--- src/rtl/seg_scan_ctrl_pkg.sv ---
// -----------------------------------------------------------------------------
// seg_scan_ctrl_pkg
// Shared definitions for the multiplexed 7-segment scan controller:
//   - state_t       : scan state machine encoding (blank gap / digit on)
//   - DIG_ALL_OFF   : all-digits-disabled pattern for the active-low enables,
//                     wide enough for any supported digit count
//   - cnt_width()   : width of the per-slot cycle counter
// -----------------------------------------------------------------------------
package seg_scan_ctrl_pkg;

  typedef enum logic {
    S_GAP = 1'b0,  // all digits off while the segment bus settles
    S_ON  = 1'b1   // current digit enabled (unless leading-zero blanked)
  } state_t;

  localparam int MAX_NDIG = 32;

  // Active-low enables: every bit high means no digit is driven.
  localparam logic [MAX_NDIG-1:0] DIG_ALL_OFF = '1;

  // Bits needed to count 0 .. scan_div-1; never narrower than one bit.
  function automatic int cnt_width(input int scan_div);
    return (scan_div > 1) ? $clog2(scan_div) : 1;
  endfunction

endpackage

--- src/rtl/seg_scan_ctrl_seg.sv ---
// -----------------------------------------------------------------------------
// seg_scan_ctrl_seg
// Hexadecimal 7-segment decoder, active-high segments (1 = segment lit).
// Ports:
//   bcd [3:0]  nibble to display; codes 10..15 show A b C d E F
//   dp         decimal point request, passed to seg[7]
//   seg [7:0]  {dp, g, f, e, d, c, b, a}
// -----------------------------------------------------------------------------
module seg_scan_ctrl_seg (
  input  logic [3:0] bcd,
  input  logic       dp,
  output logic [7:0] seg
);

  // NOTE: always_comb assigns a default before the case so every path drives
  // every bit; an incomplete assignment here would infer a latch.
  always_comb begin
    seg = {dp, 7'h00};
    case (bcd)
      4'h0: seg[6:0] = 7'h3F;
      4'h1: seg[6:0] = 7'h06;
      4'h2: seg[6:0] = 7'h5B;
      4'h3: seg[6:0] = 7'h4F;
      4'h4: seg[6:0] = 7'h66;
      4'h5: seg[6:0] = 7'h6D;
      4'h6: seg[6:0] = 7'h7D;
      4'h7: seg[6:0] = 7'h07;
      4'h8: seg[6:0] = 7'h7F;
      4'h9: seg[6:0] = 7'h6F;
      4'hA: seg[6:0] = 7'h77;
      4'hB: seg[6:0] = 7'h7C;
      4'hC: seg[6:0] = 7'h39;
      4'hD: seg[6:0] = 7'h5E;
      4'hE: seg[6:0] = 7'h79;
      4'hF: seg[6:0] = 7'h71;
      default: seg[6:0] = 7'h00;
    endcase
  end

endmodule

--- src/rtl/seg_scan_ctrl.sv ---
// -----------------------------------------------------------------------------
// seg_scan_ctrl
// Time-multiplexed scan controller for NDIG 7-segment digits sharing one
// segment bus. A producer writes a BCD value through a valid/ready port into
// a pending buffer; the value moves to the displayed (active) register at the
// end of a frame. Each digit slot is SCAN_DIV cycles: BLANK_GAP cycles with
// every digit off, then the digit is enabled. Optional leading-zero blanking.
//
// Ports:
//   clk         system clock
//   rst         asynchronous active-high reset
//   wr_valid    producer presents a new display value
//   wr_ready    pending buffer empty (registered)
//   wr_bcd      BCD nibbles, digit i at [4i+3:4i], digit 0 least significant
//   wr_dp       decimal point per digit, 1 = lit
//   blank_lz    leading-zero suppression enable (sampled live)
//   seg_out     [6:0] decoded segments of the current digit, [7] its dp
//   dig_sel_n   active-low digit enables, at most one low (registered)
//   frame_done  one-cycle pulse on the last cycle of each frame (registered)
// -----------------------------------------------------------------------------
module seg_scan_ctrl
  import seg_scan_ctrl_pkg::*;
#(
  parameter int NDIG      = 4,
  parameter int SCAN_DIV  = 1000,
  parameter int BLANK_GAP = 2
) (
  input  logic              clk,
  input  logic              rst,
  input  logic              wr_valid,
  output logic              wr_ready,
  input  logic [4*NDIG-1:0] wr_bcd,
  input  logic [NDIG-1:0]   wr_dp,
  input  logic              blank_lz,
  output logic [7:0]        seg_out,
  output logic [NDIG-1:0]   dig_sel_n,
  output logic              frame_done
);

  localparam int CW = cnt_width(SCAN_DIV);
  localparam int IW = (NDIG > 1) ? $clog2(NDIG) : 1;

  localparam logic [NDIG-1:0] DIG_OFF     = DIG_ALL_OFF[NDIG-1:0];
  localparam logic [CW-1:0]   CNT_GAP_END = CW'(BLANK_GAP - 1);
  localparam logic [CW-1:0]   CNT_END     = CW'(SCAN_DIV - 1);
  // frame_done is registered, so it is raised one cycle before the last one.
  localparam logic [CW-1:0]   CNT_FD      = CW'(SCAN_DIV - 2);
  localparam logic [IW-1:0]   LAST_IDX    = IW'(NDIG - 1);

  state_t            state;
  logic [IW-1:0]     idx;
  logic [CW-1:0]     cnt;

  logic [4*NDIG-1:0] active_bcd;
  logic [NDIG-1:0]   active_dp;
  logic [4*NDIG-1:0] pend_bcd;
  logic [NDIG-1:0]   pend_dp;

  logic [NDIG-1:0]   blanked;
  logic              upper_zero;
  logic [NDIG-1:0]   on_sel;
  logic [3:0]        cur_nib;
  logic              cur_dp;

  // ---------------------------------------------------------------------------
  // Leading-zero mask: digit i (i > 0) is blanked when it and every higher
  // digit are zero. Codes 10..15 are non-zero and stop the run. Digit 0 is
  // never blanked so a value of zero still shows a single 0.
  // ---------------------------------------------------------------------------
  always_comb begin
    upper_zero = 1'b1;
    blanked    = '0;
    for (int i = NDIG - 1; i >= 1; i--) begin
      upper_zero = upper_zero && (active_bcd[4*i +: 4] == 4'd0);
      blanked[i] = blank_lz && upper_zero;
    end
  end

  // Enable pattern for the current slot while in S_ON.
  always_comb begin
    on_sel = DIG_OFF;
    if (!blanked[idx]) on_sel[idx] = 1'b0;
  end

  // Segment bus follows idx during the gap too, so it settles before enable.
  // The dp of a blanked digit is suppressed along with the digit.
  assign cur_nib = active_bcd[4*idx +: 4];
  assign cur_dp  = active_dp[idx] & ~blanked[idx];

  seg_scan_ctrl_seg u_seg (
    .bcd (cur_nib),
    .dp  (cur_dp),
    .seg (seg_out)
  );

  // ---------------------------------------------------------------------------
  // Scan state machine. cnt runs 0..SCAN_DIV-1 across the whole slot; the gap
  // occupies the first BLANK_GAP counts. dig_sel_n is computed one cycle ahead
  // so it changes exactly at the slot/gap boundaries.
  // ---------------------------------------------------------------------------
  // NOTE: sequential state uses non-blocking assignments only, so every flop
  // samples pre-edge values regardless of statement order.
  always_ff @(posedge clk or posedge rst) begin
    if (rst) begin
      state      <= S_GAP;
      idx        <= '0;
      cnt        <= '0;
      dig_sel_n  <= DIG_OFF;
      frame_done <= 1'b0;
    end else begin
      frame_done <= (cnt == CNT_FD) && (idx == LAST_IDX);
      case (state)
        S_GAP: begin
          cnt <= cnt + 1'b1;
          if (cnt == CNT_GAP_END) begin
            state     <= S_ON;
            dig_sel_n <= on_sel;
          end
        end
        S_ON: begin
          if (cnt == CNT_END) begin
            cnt       <= '0;
            state     <= S_GAP;
            dig_sel_n <= DIG_OFF;
            idx       <= (idx == LAST_IDX) ? '0 : idx + 1'b1;
          end else begin
            cnt       <= cnt + 1'b1;
            dig_sel_n <= on_sel;
          end
        end
        default: begin
          state     <= S_GAP;
          dig_sel_n <= DIG_OFF;
        end
      endcase
    end
  end

  // ---------------------------------------------------------------------------
  // Double buffer. The transfer slot (frame_done high, pending full) and the
  // accept slot (wr_ready high) are mutually exclusive because wr_ready is
  // simply "pending empty", so an accepted write is never lost.
  // ---------------------------------------------------------------------------
  // NOTE: the buffers are reset, not left uninitialised: reset must blank the
  // display to zero and discard any value still waiting in pending.
  always_ff @(posedge clk or posedge rst) begin
    if (rst) begin
      active_bcd <= '0;
      active_dp  <= '0;
      pend_bcd   <= '0;
      pend_dp    <= '0;
      wr_ready   <= 1'b1;
    end else if (frame_done && !wr_ready) begin
      active_bcd <= pend_bcd;
      active_dp  <= pend_dp;
      pend_bcd   <= '0;
      pend_dp    <= '0;
      wr_ready   <= 1'b1;
    end else if (wr_valid && wr_ready) begin
      pend_bcd   <= wr_bcd;
      pend_dp    <= wr_dp;
      wr_ready   <= 1'b0;
    end
  end

endmodule

--- config.mk ---
export PLATFORM = sky130hd
export DESIGN_NAME = seg_scan_ctrl
export DESIGN_NICKNAME = d
export VERILOG_FILES = /design/src/rtl/seg_scan_ctrl_pkg.sv /design/src/rtl/seg_scan_ctrl_seg.sv /design/src/rtl/seg_scan_ctrl.sv
export SDC_FILE = /design/constraint.sdc
export NUM_CORES = 1
export LEC_CHECK = 0
export BUFFER_PORTS_ARGS = -buffer_cell sky130_fd_sc_hd__clkbuf_2
export CAP_MARGIN = 10
export CORE_MARGIN = 2
export CORE_UTILIZATION = 45
export CTS_CLUSTER_SIZE = 14
export DETAILED_ROUTE_END_ITERATION = 8
export GPL_ROUTABILITY_DRIVEN = 0
export PLACE_DENSITY = 0.65
export SYNTH_ARGS = -nofsm -noshare
export SYNTH_HDL_FRONTEND = slang
export SYNTH_SLANG_ARGS = --single-unit
--- constraint.sdc ---
create_clock -name clk -period 3.4 [get_ports clk]
set_input_delay 0.17 -clock clk [delete_from_list [all_inputs] [get_ports clk]]
set_output_delay 0.17 -clock clk [all_outputs]
set_load 0.01 [all_outputs]
==> results_dict.tcl <==
set metrics [dict create \
    status "finished, final reports clean" \
    ir_drop_uv 360 \
    worst_slew_pin_slew_ns 1.02 \
    critPathKind "flip-flop to primary output" \
    met2_usage_pct 23.2 \
    use_met1_pct 25.2 \
    rows 28 \
    rsz0062_at_grt "false" \
    synth.most_common_cell "dfrtp_1" \
    cts-buffers-inserted 9 \
    clkTransAtPathRegs_ns 0.07 \
    finalWorstSetupSlack_ns 0.777 \
    crit_path_end_kind "primary output" \
    yosysWarningCount 0 \
    n_fill_cell 517 \
    via_count 1886 \
    grt.total_usage_pct 17.2 \
    drtPass1Iterations 4 \
    grt_pass1_wl_mm 9.31 \
    path_max_fanout 10 \
    grt_use_met3_pct 4.17 \
    ctsHtreeMaxLevel 3 \
    fin_nets 313 \
    synthArstFlopShare_pct 100 \
    netlist_instances 232 \
    drive_above_1_share_pct 33.2 \
    wl_mm 5.25 \
    rr_worst_depth 5 \
    syn2layout_area_growth_pct 16.3 \
    synthTopCellsByArea "dfrtp_1, mux2_2, a22o_1, ha_1, dfstp_2" \
    slew_violations 0 \
    dpl_worst_slack_ns 1.12 \
    clkLatencyLatePin_ns 0.34 \
    cts_buffer_depth 2 \
    drc_errors 0 \
    cpMaxStageDelayCell "mux4_1" \
    hold_violations 0 \
    cts_setup_buffers 0 \
    cp.arrival_ns 2.45 \
    antenna_cells 0 \
    dieArea_um2 6900 \
    syn_area_per_cell_um2 12.1 \
    period_share_pct 77.1 \
    io_pins 38 \
    tns_ns 0 \
    die_h_um 83.0 \
    coreArea_um2 5990 \
    synth_seq_area_share_pct 52.7 \
    port_buffers 37 \
    leakagePower_nw 1.60 \
    hp-start "wr_bcd[5]" \
    timing.rr.start "wr_ready" \
    setup_viol 0 \
    synth_top_area_share_pct 48.1 \
    cts-root-buf "clkbuf_8" \
    cts_tree "yes" \
    grt_max_degree 51 \
    path_cells "mux4_1 > inv_1 > ha_1 > nor2_1 > a21oi_1 > o21ai_0 > clkbuf_2" \
    finClkSkew_ns 0.00322 \
    cts_hold_buffers 0 \
    vias_per_cell 5.31 \
    synth_common_cells "dfrtp_1, a22o_1, mux2_2" \
    antenna_left 0 \
    ctsResizeCount 0 \
    first_global_vias 1912 \
    max_freq_mhz 381 \
    setup.worst_path.start "idx[0]" \
    synth_top_area_cell "dfrtp_1" \
    grt.busiest_layer "met1" \
    grt-ovfl-total 0 \
    fin_crit_ns 2.62 \
    synth_nets 270 \
    required_ns 3.23 \
    critPathMaxStageDelay_ns 0.71 \
    start_util_pct 46.9 \
    wl_per_cell_um 14.8 \
    min_path_type "primary input to flip-flop" \
    min_path_cells 2 \
    synth-seq-cells 59 \
    antenna_found_initial 0 \
    synth_edf_count 0 \
    synthDistinctLibCells 38 \
    critPathLaunchType "flip-flop" \
    synthFlopType "dfrtp_1" \
    max_slew_margin_pct 32.2 \
    syn_area_um2 2810 \
    clock-sinks 59 \
    hpwl_mm 3.73 \
    dr.first_iter.drc_count 87 \
    die_w_um 83.0 \
    maxCapViolations 0 \
    p_per_area_nw_per_um2 468 \
]
## per-layer routing
metal	vias up	wire, µm
met2	48	2160
met5	-	0
li1	925	-
met3	11	284
met1	902	2670
met4	0	138
## metrics by stage
step                hold WS [ns]  power (mW)  util (%)  std cells  instance area (µm²)
floorplan                  0.310       0.883         -        232                 2810
detailed placement         0.397       0.931      51.4        339                 3080
global route              0.0461        1.61      54.6        355                 3270
finish                    0.0521        1.53      54.6        355                 3270
global placement           0.393       0.928      51.4        339                 3080
CTS                       0.0326        1.56      54.6        355                 3270
## logic make-up (layout without fill, tap and decap cells)
logic type	count (synthesis)	count (layout)	share of synthesized area, %
buffers and inverters	22	70	3.65
AO/OA/AOI/OAI	45	45	11.7
multiplexers	25	25	12.4
adder cells (fa/ha/maj)	14	14	6.23
flip-flops	59	59	52.7
XOR/XNOR	6	6	1.87
AND/OR/NAND/NOR	61	61	11.4
## worst paths after layout
check                               end  slack, ns
max                          seg_out[3]       0.78
min                         pend_bcd[5]       0.05
max reg2reg                 pend_bcd[3]       1.57
min reg2reg                dig_sel_n[0]       0.50
max in group asynchronous  pend_bcd[12]       2.67
min in group asynchronous        cnt[5]       0.06
## critical path: cells and delay by family, from the launching register on
kind,cells,cell delay (ns)
muxes,1,0.71
adders and majority gates,1,0.24
and+or+nand+nor,1,0.07
AOI/OAI and AO/OA,2,0.20
buffers and inverters,2,0.29
DFF,1,0.59
## report_power, final
group	switching, mW	total [mW]	leakage [nW]	internal, mW
Combinational	0.0415	0.104	0.740	0.0622
Sequential	0.0423	0.813	0.763	0.771
Clock	0.281	0.616	0.0950	0.335
## cell usage in the layout, fill, tap and decap left out, drive strengths merged, types with 2 or more instances in the layout
master and count:
mux4 5, nand3 8, dfstp 5, xnor2 4
mux2 20, nand2 7, ha 14, nand2b 2
nor2b 5, a21oi 10, xor2 2, clkinvlp 2
a41oi 3, or2 3, dfrtp 54, o21ai 6
clkinv 4, clkbuf 46, nor2 18, and2 3
nor4 4, buf 7, inv 10, nor3 6
a22o 22
## flip-flops by register name, summed over array words and instances, names as in the netlist
register,count
pend_dp,4
active_dp,4
wr_ready,1
frame_done,1
pend_bcd,16
dig_sel_n,4
cnt,10
active_bcd,16
state,1
idx,2
## cell type report
class,instances,area (µm²),area share (%)
clock buffer,9,124,3.79
clock inverter,7,68.8,2.10
inverter,10,37.5,1.15
multi-input combinational,151,1230,37.5
sequential,59,1480,45.3
tap,75,93.8,2.87
timing repair buffer,44,238,7.27
Note: power is estimated with default switching activity, not from simulation.
